==> config.mk <==
export PLATFORM = sky130hd
export DESIGN_NAME = conv_tile_loader_flat
export DESIGN_NICKNAME = d
export VERILOG_FILES = /design/src/rtl/conv_tile_loader_if.sv /design/src/rtl/conv_tile_loader.sv /design/src/flat_wrapper.sv
export SDC_FILE = /design/constraint.sdc
export NUM_CORES = 1
export LEC_CHECK = 0
export BUFFER_PORTS_ARGS = -buffer_cell sky130_fd_sc_hd__buf_2
export CAP_MARGIN = 20
export CORE_ASPECT_RATIO = 0.9
export CORE_MARGIN = 2
export CORE_UTILIZATION = 63
export CTS_CLUSTER_DIAMETER = 60
export CTS_CLUSTER_SIZE = 30
export DETAILED_ROUTE_END_ITERATION = 10
export HOLD_SLACK_MARGIN = 0.15
export PLACE_DENSITY = 0.85
export SYNTH_ARGS = -nofsm -noshare
export SYNTH_HDL_FRONTEND = slang
export SYNTH_SLANG_ARGS = --single-unit
==> constraint.sdc <==
create_clock -name clk -period 10.15 [get_ports clk]
set_input_delay 1.5225 -clock clk [delete_from_list [all_inputs] [get_ports clk]]
set_output_delay 1.5225 -clock clk [all_outputs]
set_load 0.05 [all_outputs]
==> src/rtl/conv_tile_loader_if.sv <==
// Handshake and data bundle between the convolution tile loader and its neighbours.
// The master side drives kernel/pixel inputs and tile_ready; the slave side is the loader.
interface conv_tile_loader_if;
   logic       wt_valid;
   logic [7:0] wt_data;
   logic [7:0] weight_tile [0:3];
   logic       wt_loaded;
   logic       pix_valid;
   logic [7:0] pix_data;
   logic       pix_ready;
   logic       tile_valid;
   logic       tile_ready;
   logic [7:0] activation_tile [0:8];
   logic       tile_last;

   modport master (
      output wt_valid, wt_data, pix_valid, pix_data, tile_ready,
      input  weight_tile, wt_loaded, pix_ready, tile_valid, activation_tile, tile_last
   );

   modport slave (
      input  wt_valid, wt_data, pix_valid, pix_data, tile_ready,
      output weight_tile, wt_loaded, pix_ready, tile_valid, activation_tile, tile_last
   );
endinterface

==> src/rtl/conv_tile_loader.sv <==
// Raster pixel stream to stride-2 overlapping 3x3 activation tiles, with a 4-byte kernel
// register, two line buffers and a single output tile register under valid/ready backpressure.
module conv_tile_loader #(
   parameter int IMG_W = 9,
   parameter int IMG_H = 9
) (
   input  logic                 clk,
   input  logic                 reset,
   conv_tile_loader_if.slave    bus
);
   localparam int CW = $clog2(IMG_W);
   localparam int RW = $clog2(IMG_H);
   localparam logic [CW-1:0] COL_LAST = CW'(IMG_W - 1);
   localparam logic [RW-1:0] ROW_LAST = RW'(IMG_H - 1);

   logic [CW-1:0] col;
   logic [RW-1:0] row;
   logic [1:0]    wt_idx;
   logic          wt_loaded_q;
   logic [7:0]    wt_q [0:3];
   logic          tile_valid_q;
   logic          tile_last_q;
   logic [7:0]    act_q [0:8];

   logic [7:0]    lb1 [0:IMG_W-1];
   logic [7:0]    lb2 [0:IMG_W-1];
   logic [7:0]    win0 [0:1];
   logic [7:0]    win1 [0:1];
   logic [7:0]    win2 [0:1];

   logic          pix_ready;
   logic          accept;
   logic          complete;
   logic [7:0]    up1;
   logic [7:0]    up2;
   logic [7:0]    tile_next [0:8];

   assign pix_ready = wt_loaded_q && (!tile_valid_q || bus.tile_ready);
   assign accept    = bus.pix_valid && pix_ready;
   assign complete  = accept && (row >= RW'(2)) && !row[0] && (col >= CW'(2)) && !col[0];

   always_comb begin
      up1 = lb1[col];
      up2 = lb2[col];
      // Two registered columns per row plus the values arriving this cycle form the 3x3 window
      tile_next[0] = win0[0];
      tile_next[1] = win0[1];
      tile_next[2] = up2;
      tile_next[3] = win1[0];
      tile_next[4] = win1[1];
      tile_next[5] = up1;
      tile_next[6] = win2[0];
      tile_next[7] = win2[1];
      tile_next[8] = bus.pix_data;
   end

   always_ff @(posedge clk or negedge reset) begin
      if (!reset) begin
         wt_idx      <= '0;
         wt_loaded_q <= 1'b0;
         for (int unsigned i = 0; i < 4; i++) wt_q[i] <= '0;
      end else if (bus.wt_valid) begin
         wt_q[wt_idx] <= bus.wt_data;
         wt_idx       <= wt_idx + 2'd1;
         if (wt_idx == 2'd3) wt_loaded_q <= 1'b1;
      end
   end

   always_ff @(posedge clk or negedge reset) begin
      if (!reset) begin
         col <= '0;
         row <= '0;
      end else if (accept) begin
         if (col == COL_LAST) begin
            col <= '0;
            row <= (row == ROW_LAST) ? '0 : row + 1'b1;
         end else begin
            col <= col + 1'b1;
         end
      end
   end

   // Pixel storage is data-only and deliberately left out of reset
   always_ff @(posedge clk) begin
      if (accept) begin
         lb2[col] <= up1;
         lb1[col] <= bus.pix_data;
         win0[0]  <= win0[1];
         win0[1]  <= up2;
         win1[0]  <= win1[1];
         win1[1]  <= up1;
         win2[0]  <= win2[1];
         win2[1]  <= bus.pix_data;
      end
   end

   // A completing pixel replaces a tile being accepted on the same edge
   always_ff @(posedge clk or negedge reset) begin
      if (!reset) begin
         tile_valid_q <= 1'b0;
         tile_last_q  <= 1'b0;
         for (int unsigned i = 0; i < 9; i++) act_q[i] <= '0;
      end else if (complete) begin
         tile_valid_q <= 1'b1;
         tile_last_q  <= (row == ROW_LAST) && (col == COL_LAST);
         for (int unsigned i = 0; i < 9; i++) act_q[i] <= tile_next[i];
      end else if (bus.tile_ready) begin
         tile_valid_q <= 1'b0;
         tile_last_q  <= 1'b0;
      end
   end

   assign bus.weight_tile     = wt_q;
   assign bus.wt_loaded       = wt_loaded_q;
   assign bus.pix_ready       = pix_ready;
   assign bus.tile_valid      = tile_valid_q;
   assign bus.activation_tile = act_q;
   assign bus.tile_last       = tile_last_q;
endmodule

==> src/flat_wrapper.sv <==
// flat-port wrapper written by rule: the top's interface ports become plain ports
module conv_tile_loader_flat 
#(
   parameter int IMG_W = 9,
   parameter int IMG_H = 9
)
  (clk, reset, bus_wt_valid, bus_wt_data, bus_pix_valid, bus_pix_data, bus_tile_ready, bus_weight_tile, bus_wt_loaded, bus_pix_ready, bus_tile_valid, bus_activation_tile, bus_tile_last);
  conv_tile_loader_if bus_i ();
  input  logic clk;
  input  logic reset;
  input wire logic [$bits(bus_i.wt_valid)-1:0] bus_wt_valid;
  input wire logic [$bits(bus_i.wt_data)-1:0] bus_wt_data;
  input wire logic [$bits(bus_i.pix_valid)-1:0] bus_pix_valid;
  input wire logic [$bits(bus_i.pix_data)-1:0] bus_pix_data;
  input wire logic [$bits(bus_i.tile_ready)-1:0] bus_tile_ready;
  output wire logic [$bits(bus_i.weight_tile)-1:0] bus_weight_tile;
  output wire logic [$bits(bus_i.wt_loaded)-1:0] bus_wt_loaded;
  output wire logic [$bits(bus_i.pix_ready)-1:0] bus_pix_ready;
  output wire logic [$bits(bus_i.tile_valid)-1:0] bus_tile_valid;
  output wire logic [$bits(bus_i.activation_tile)-1:0] bus_activation_tile;
  output wire logic [$bits(bus_i.tile_last)-1:0] bus_tile_last;
  assign bus_i.wt_valid = bus_wt_valid;
  assign bus_i.wt_data = bus_wt_data;
  assign bus_i.pix_valid = bus_pix_valid;
  assign bus_i.pix_data = bus_pix_data;
  assign bus_i.tile_ready = bus_tile_ready;
  assign bus_weight_tile = {>>{bus_i.weight_tile}};
  assign bus_wt_loaded = bus_i.wt_loaded;
  assign bus_pix_ready = bus_i.pix_ready;
  assign bus_tile_valid = bus_i.tile_valid;
  assign bus_activation_tile = {>>{bus_i.activation_tile}};
  assign bus_tile_last = bus_i.tile_last;
  conv_tile_loader #(.IMG_W(IMG_W), .IMG_H(IMG_H)) u_core (.clk(clk), .reset(reset), .bus(bus_i));
endmodule
# Yosys cells after proc, flatten, opt, wreduce, memory -nomap -nowiden
# Memory sizes are Yosys's and may differ from the RTL's. A register that Yosys moved wholly into a read port is not among the register bits.
# Cells that the tools add are included.
dict set report totals {
  elab_cells 60
  in_bits 21
  ram_bits 192
  n_memories 5
  regBits 93
  out_inout_bits 108
}
# memory words width read_ports rd_ports_with_merged_regs wr line_no
set mem_list {}
lappend mem_list {u_core.lb1 9 8 1 0 1 conv_tile_loader.sv:25} ;# logic [7:0] lb1 [0:IMG_W-1];
lappend mem_list {u_core.lb2 9 8 1 0 1 conv_tile_loader.sv:26} ;# logic [7:0] lb2 [0:IMG_W-1];
lappend mem_list {u_core.win0 2 8 2 1 2 conv_tile_loader.sv:27} ;# logic [7:0] win0 [0:1];
lappend mem_list {u_core.win1 2 8 2 1 2 conv_tile_loader.sv:28} ;# logic [7:0] win1 [0:1];
lappend mem_list {u_core.win2 2 8 2 1 2 conv_tile_loader.sv:29} ;# logic [7:0] win2 [0:1];
dict set report classes {
  n_lt_le_gt_ge 4
  n_eq_ne 3
  reduce_logical 18
  bitwise 1
  muxes 10
  n_addsub 3
}
# cell n
set ops {}
lappend ops {{$bwmux W32} 1}
lappend ops {{$demux W8 S2} 1}
lappend ops {{$add A4 B1 Y4 const B} 2}
lappend ops {{$eq A4 B4 Y1 const B} 2}
lappend ops {{$ge A4 B2 Y1 const B} 2}
lappend ops {{$logic_and A1 B1 Y1} 8}
lappend ops {{$mux W4} 2}
lappend ops {{$mux W8} 1}
lappend ops {{$logic_not A1 Y1} 6}
lappend ops {{$mux W1} 5}
lappend ops {{$reduce_and A2 Y1} 2}
lappend ops {{$ge A3 B3 Y1 const B} 1}
lappend ops {{$lt A3 B1 Y1 const B} 1}
lappend ops {{$not A2 Y3} 1}
lappend ops {{$add A2 B1 Y2 const B} 1}
lappend ops {{$eq A2 B2 Y1 const B} 1}
lappend ops {{$reduce_bool A2 Y1} 1}
lappend ops {{$logic_or A1 B1 Y1} 1}

# Logic depth before layout (Yosys ltp)
dict set report logic_depth {
  depth_word 9
  ltp_mapped 9
  mapped_depth_nobuf 6
}

# Least setup slack after synthesis
# OpenSTA, ideal clock, no wires.
dict set report synth_path {
  path_type {input-to-reg}
  from {input bus_tile_ready}
  to {memory u_core.lb1[1][0] (enable)}
  stages 5
  slack_ps 5642
  n_path_buf 1
  required_ps 9776
  t_arrival_ps 4134
  setup_ps 374
  cell_sequence {nand2b_1 -> nand3_1 -> inv_2 -> clkbuf_1 -> and3_1}
}
dict set report synth_between {
  elab_chain_cells 5
}
# element line_no
set synth_rtl {}
lappend synth_rtl {{from (decl)} flat_wrapper.sv:15} ;# input wire logic [$bits(bus_i.tile_ready)-1:0] bus_tile_ready;
lappend synth_rtl {{$logic_or A1 B1 Y1} conv_tile_loader.sv:38} ;# assign pix_ready = wt_loaded_q && (!tile_valid_q || bus.tile_ready);
lappend synth_rtl {{$logic_and A1 B1 Y1} conv_tile_loader.sv:38}
lappend synth_rtl {{$logic_and A1 B1 Y1} conv_tile_loader.sv:39} ;# assign accept = bus.pix_valid && pix_ready;
lappend synth_rtl {{via u_core.accept} conv_tile_loader.sv:32} ;# logic accept;
lappend synth_rtl {{$mux W1} conv_tile_loader.sv:85} ;# if (accept) begin
lappend synth_rtl {{$mux W1 (implied by the code)} conv_tile_loader.sv:87} ;# lb1[col] <= bus.pix_data;
lappend synth_rtl {{to (decl)} conv_tile_loader.sv:25}
# The timed path passes the listed nets, and every way through them passes these cells.

# Worst setup path after layout
dict set report layout_path {
  from {input bus_tile_ready}
  to {output bus_pix_ready}
}
dict set report layout_between {
  elab_chain_cells 2
}
# element line_no
set layout_rtl {}
lappend layout_rtl {{$logic_or A1 B1 Y1} conv_tile_loader.sv:38}
lappend layout_rtl {{$logic_and A1 B1 Y1} conv_tile_loader.sv:38}
lappend layout_rtl {{to (decl)} flat_wrapper.sv:18} ;# output wire logic [$bits(bus_i.pix_ready)-1:0] bus_pix_ready;
# Every way passes these cells.

==> impl_results.md <==
- Outcome: complete, no violations
- Maximum clock frequency: between 0.2 and 0.3 GHz
- RSZ-0062 raised after global routing: no
- Cells after Synth: about 640
- Die X: roughly 150 um
- Placer Congestion: 0.793
- Mux share of post-synthesis cell area: between 10% and 20%
- Post-DR wirelength/cell: around 21 um
- Critical Path End Type: primary output
- Most used cell, CP: buf_2
- Global-route wire length before repair: 33700 um
- Worst EP arrival: 2.18 ns
- Async S/R FF share, synth: ~38%
- Number of synthesized register bits: between 300 and 400
- Worst r2r dst: u_core.bus.activation_tile[16]
- Ant diodes: 0
- CTS Hold Buffers Added: 0
- Slew HR: about a quarter
- Simple-gate share of the synthesized area: 1.99%
- Post_cts resized: 0
- R2r startpoint: u_core.col[3]
- DRC Markers: 0
- Synth top area share: about half
- Vias per cell: between 5 and 6
- Post-route cell area: ~13000 um^2
- Fin crit period: between 3 and 4 ns
- Starting DRT DRC Count: approximately 450
- Worst-skew pair later-pin latency: ~0.51 ns
- Initial core utilization: between 60% and 70%
- CP Class: input port to primary output
- Worst R2R Setup Slack: approximately 6.9 ns
- Top_reg_cell synth: edfxtp_1
- Final-report hold violation count: 0
- Total Die Area: roughly 20000 um^2
- Clock-pin slew on the worst setup and hold paths: approximately 0.09 ns
- Crit-path max FO: 5
- Rows: 47
- Reg2Reg Depth: 4
- CTS tree: yes
- Min-delay worst type: register to register
- Worst Setup SP: bus_tile_ready
- Antenna violations before repair: 0
- WL final: between 20000 and 25000 um
- Post-Syn Nets: 667
- Antenna-violating nets left: 0
- CP required: ~8.6 ns
- Max-slew violation count: 0
- Core area: between 15000 and 20000 um^2
- Clock skew: between 0.02 and 0.03 ns
- Postcts setup bufs: 0
- I/O Buffers: approximately 130
- First-pass iteration count of the detailed router: 4
- Largest family of logic cells by synthesized area: multiplexers
- Total CTS buffers: 16
- Pre-CTS setup slack: around 6.2 ns
- Part of the Yosys area used for sequential elements: between 70% and 80%
- IO Pins: ~130
- Clock root buffer: clkbuf_16
- Worst Tran Pin Value: 1.11 ns
- Setup ws final: 6.45 ns
- Largest net degree at the start of global routing: 73
- Mean Syn Cell Area: about 19 um^2
- Netlist cell types: 35
- Synthesis-to-layout area growth: 11.0%
- Clock Path Buffers: 3
- Layout cells sized above 1: between 30 and 40%
- Cell accounting for the most synthesized area: edfxtp_1
- Vias in the first global route: between 6000 and 7000
- Post-synthesis xor/xnor area fraction: less than 1%
- H-tree Lvls: 1
- Top cells by area, synth: edfxtp_1 (48%), dfrtp_1 (24%), mux2_4 (8.8%)
- Number of flops mapped to enable cells by yosys: around 190
- Warnings from Yosys: 0
- Post-Syn Area: around 12000 um^2
- GR Util All Layers: roughly 22%
- Critical path endpoint: bus_pix_ready
- Grt ovf: 0
- Post-DP HPWL: about 14000 um
- Slowest CP cell: buf_2
- Clock sink total: slightly above 300
- CP peak stage delay: approximately 0.20 ns
- Nets@finish: ~790
- Final setup viols: 0
- CP Cell Sequence: buf_2 -> nand2b_1 -> and2_1 -> buf_2
- Compound-Gate Fraction of Synth Area: under 10%
- Max-cap violations: 0
- Setup_tns: 0 ns
- Die Height: about 130 um
- Crit share post-route: 36.5%
- Cell Area, Placed: between 10000 and 15000 um^2
- Setup crit start kind: input port
- DR vias: 5868
- Adder-cell area share of the yosys netlist: roughly 1.2%
cell usage after synthesis (all sizes together) (5+ instances only):
cell type and n:
edfxtp 192, dfrtp 117, mux2 107, mux2i 65, buf 17, o211ai 17, a2bb2oi 16, o22a 16
nand2 14, clkbuf 11, ha 11, inv 9, and3 8, nor2 6, o21ai 5
cell type report:
class                           instances  area [um^2]
Inverter                                9         33.8
Sequential cell                       309         8700
Clock inverter                          9          119
Timing Repair Buffer                  135          696
Fill cell                            1112         5250
Multi-Input combinational cell        289         2990
Tap cell                              245          307
Clock buffer                           19          433
worst min path at each step:
stage | startpoint | to | slack, ns | cells past startpoint
finish | u_core.win2[1][2] | u_core.win2[0][2] | 0.46 | 0
global route | u_core.win2[1][1] | u_core.win2[0][1] | 0.48 | 0
detailed placement | u_core.win2[1][1] | u_core.win2[0][1] | 0.43 | 0
CTS | u_core.win2[1][1] | u_core.win2[0][1] | 0.46 | 0
floorplan | u_core.win0[1][0] | u_core.win0[0][0] | 0.43 | 0
global placement | u_core.win0[1][2] | u_core.win0[0][2] | 0.43 | 0
per-stage QoR:
| stage | util (%) | hold WS [ns] | cells |
|---|---|---|---|
| 6_report | 71.7 | 0.462 | 1015 |
| 3_5_place_dp | 68.6 | 0.435 | 985 |
| 3_3_place_gp | 68.6 | 0.435 | 985 |
| 2_1_floorplan | - | 0.427 | 635 |
| 4_1_cts | 71.6 | 0.459 | 1013 |
| 5_1_grt | 71.7 | 0.477 | 1015 |
per-layer routing:
layer / vias to the layer above / global-route usage, % / wire length, um
li1: 2665 / - / -
met1: 2981 / 30.1 / 9260
met2: 187 / 36.6 / 10800
met3: 35 / 3.21 / 1130
met4: 0 / 6.72 / 534
met5: - / 0 / 0
cells by family (layout without fill, tap and decap cells):
group           count (synthesis)  after routing
flops                         309            309
mux                           172            172
simple gates                   44             44
compound gates                 59             59
xor+xnor                        3              3
buf+inv                        37            172
fa+ha+maj                      11             11
placed cells by master, fill, tap and decap left out, drive strengths merged, types with 4 or more instances in the layout:
cell | Yosys | routed
mux2 | 107 | 107
buf | 17 | 135
a2bb2oi | 16 | 16
nand2 | 14 | 14
and3 | 8 | 8
o22a | 16 | 16
inv | 9 | 14
o21ai | 5 | 5
a21oi | 4 | 4
nor2 | 6 | 6
o211ai | 17 | 17
clkbuf | 11 | 19
ha | 11 | 11
mux2i | 65 | 65
dfrtp | 117 | 117
edfxtp | 192 | 192
critical path: cells and delay by family:
family,cells,cell delay (ns)
simple gates,2,0.35
buf+inv,2,0.30
sequential cells by signal (all words and copies together), names as in the netlist:
signal	flops
u_core.bus.activation_tile	72
u_core.bus.tile_last	1
u_core.bus.tile_valid	1
u_core.row	4
u_core.bus.wt_loaded	1
u_core.bus.weight_tile	32
u_core.lb2	72
u_core.win1	16
u_core.win2	16
u_core.lb1	72
u_core.col	4
u_core.win0	16
u_core.wt_idx	2
Power is not shown: default switching activity piles up to over one toggle a cycle in this logic, so the estimate is an artifact.
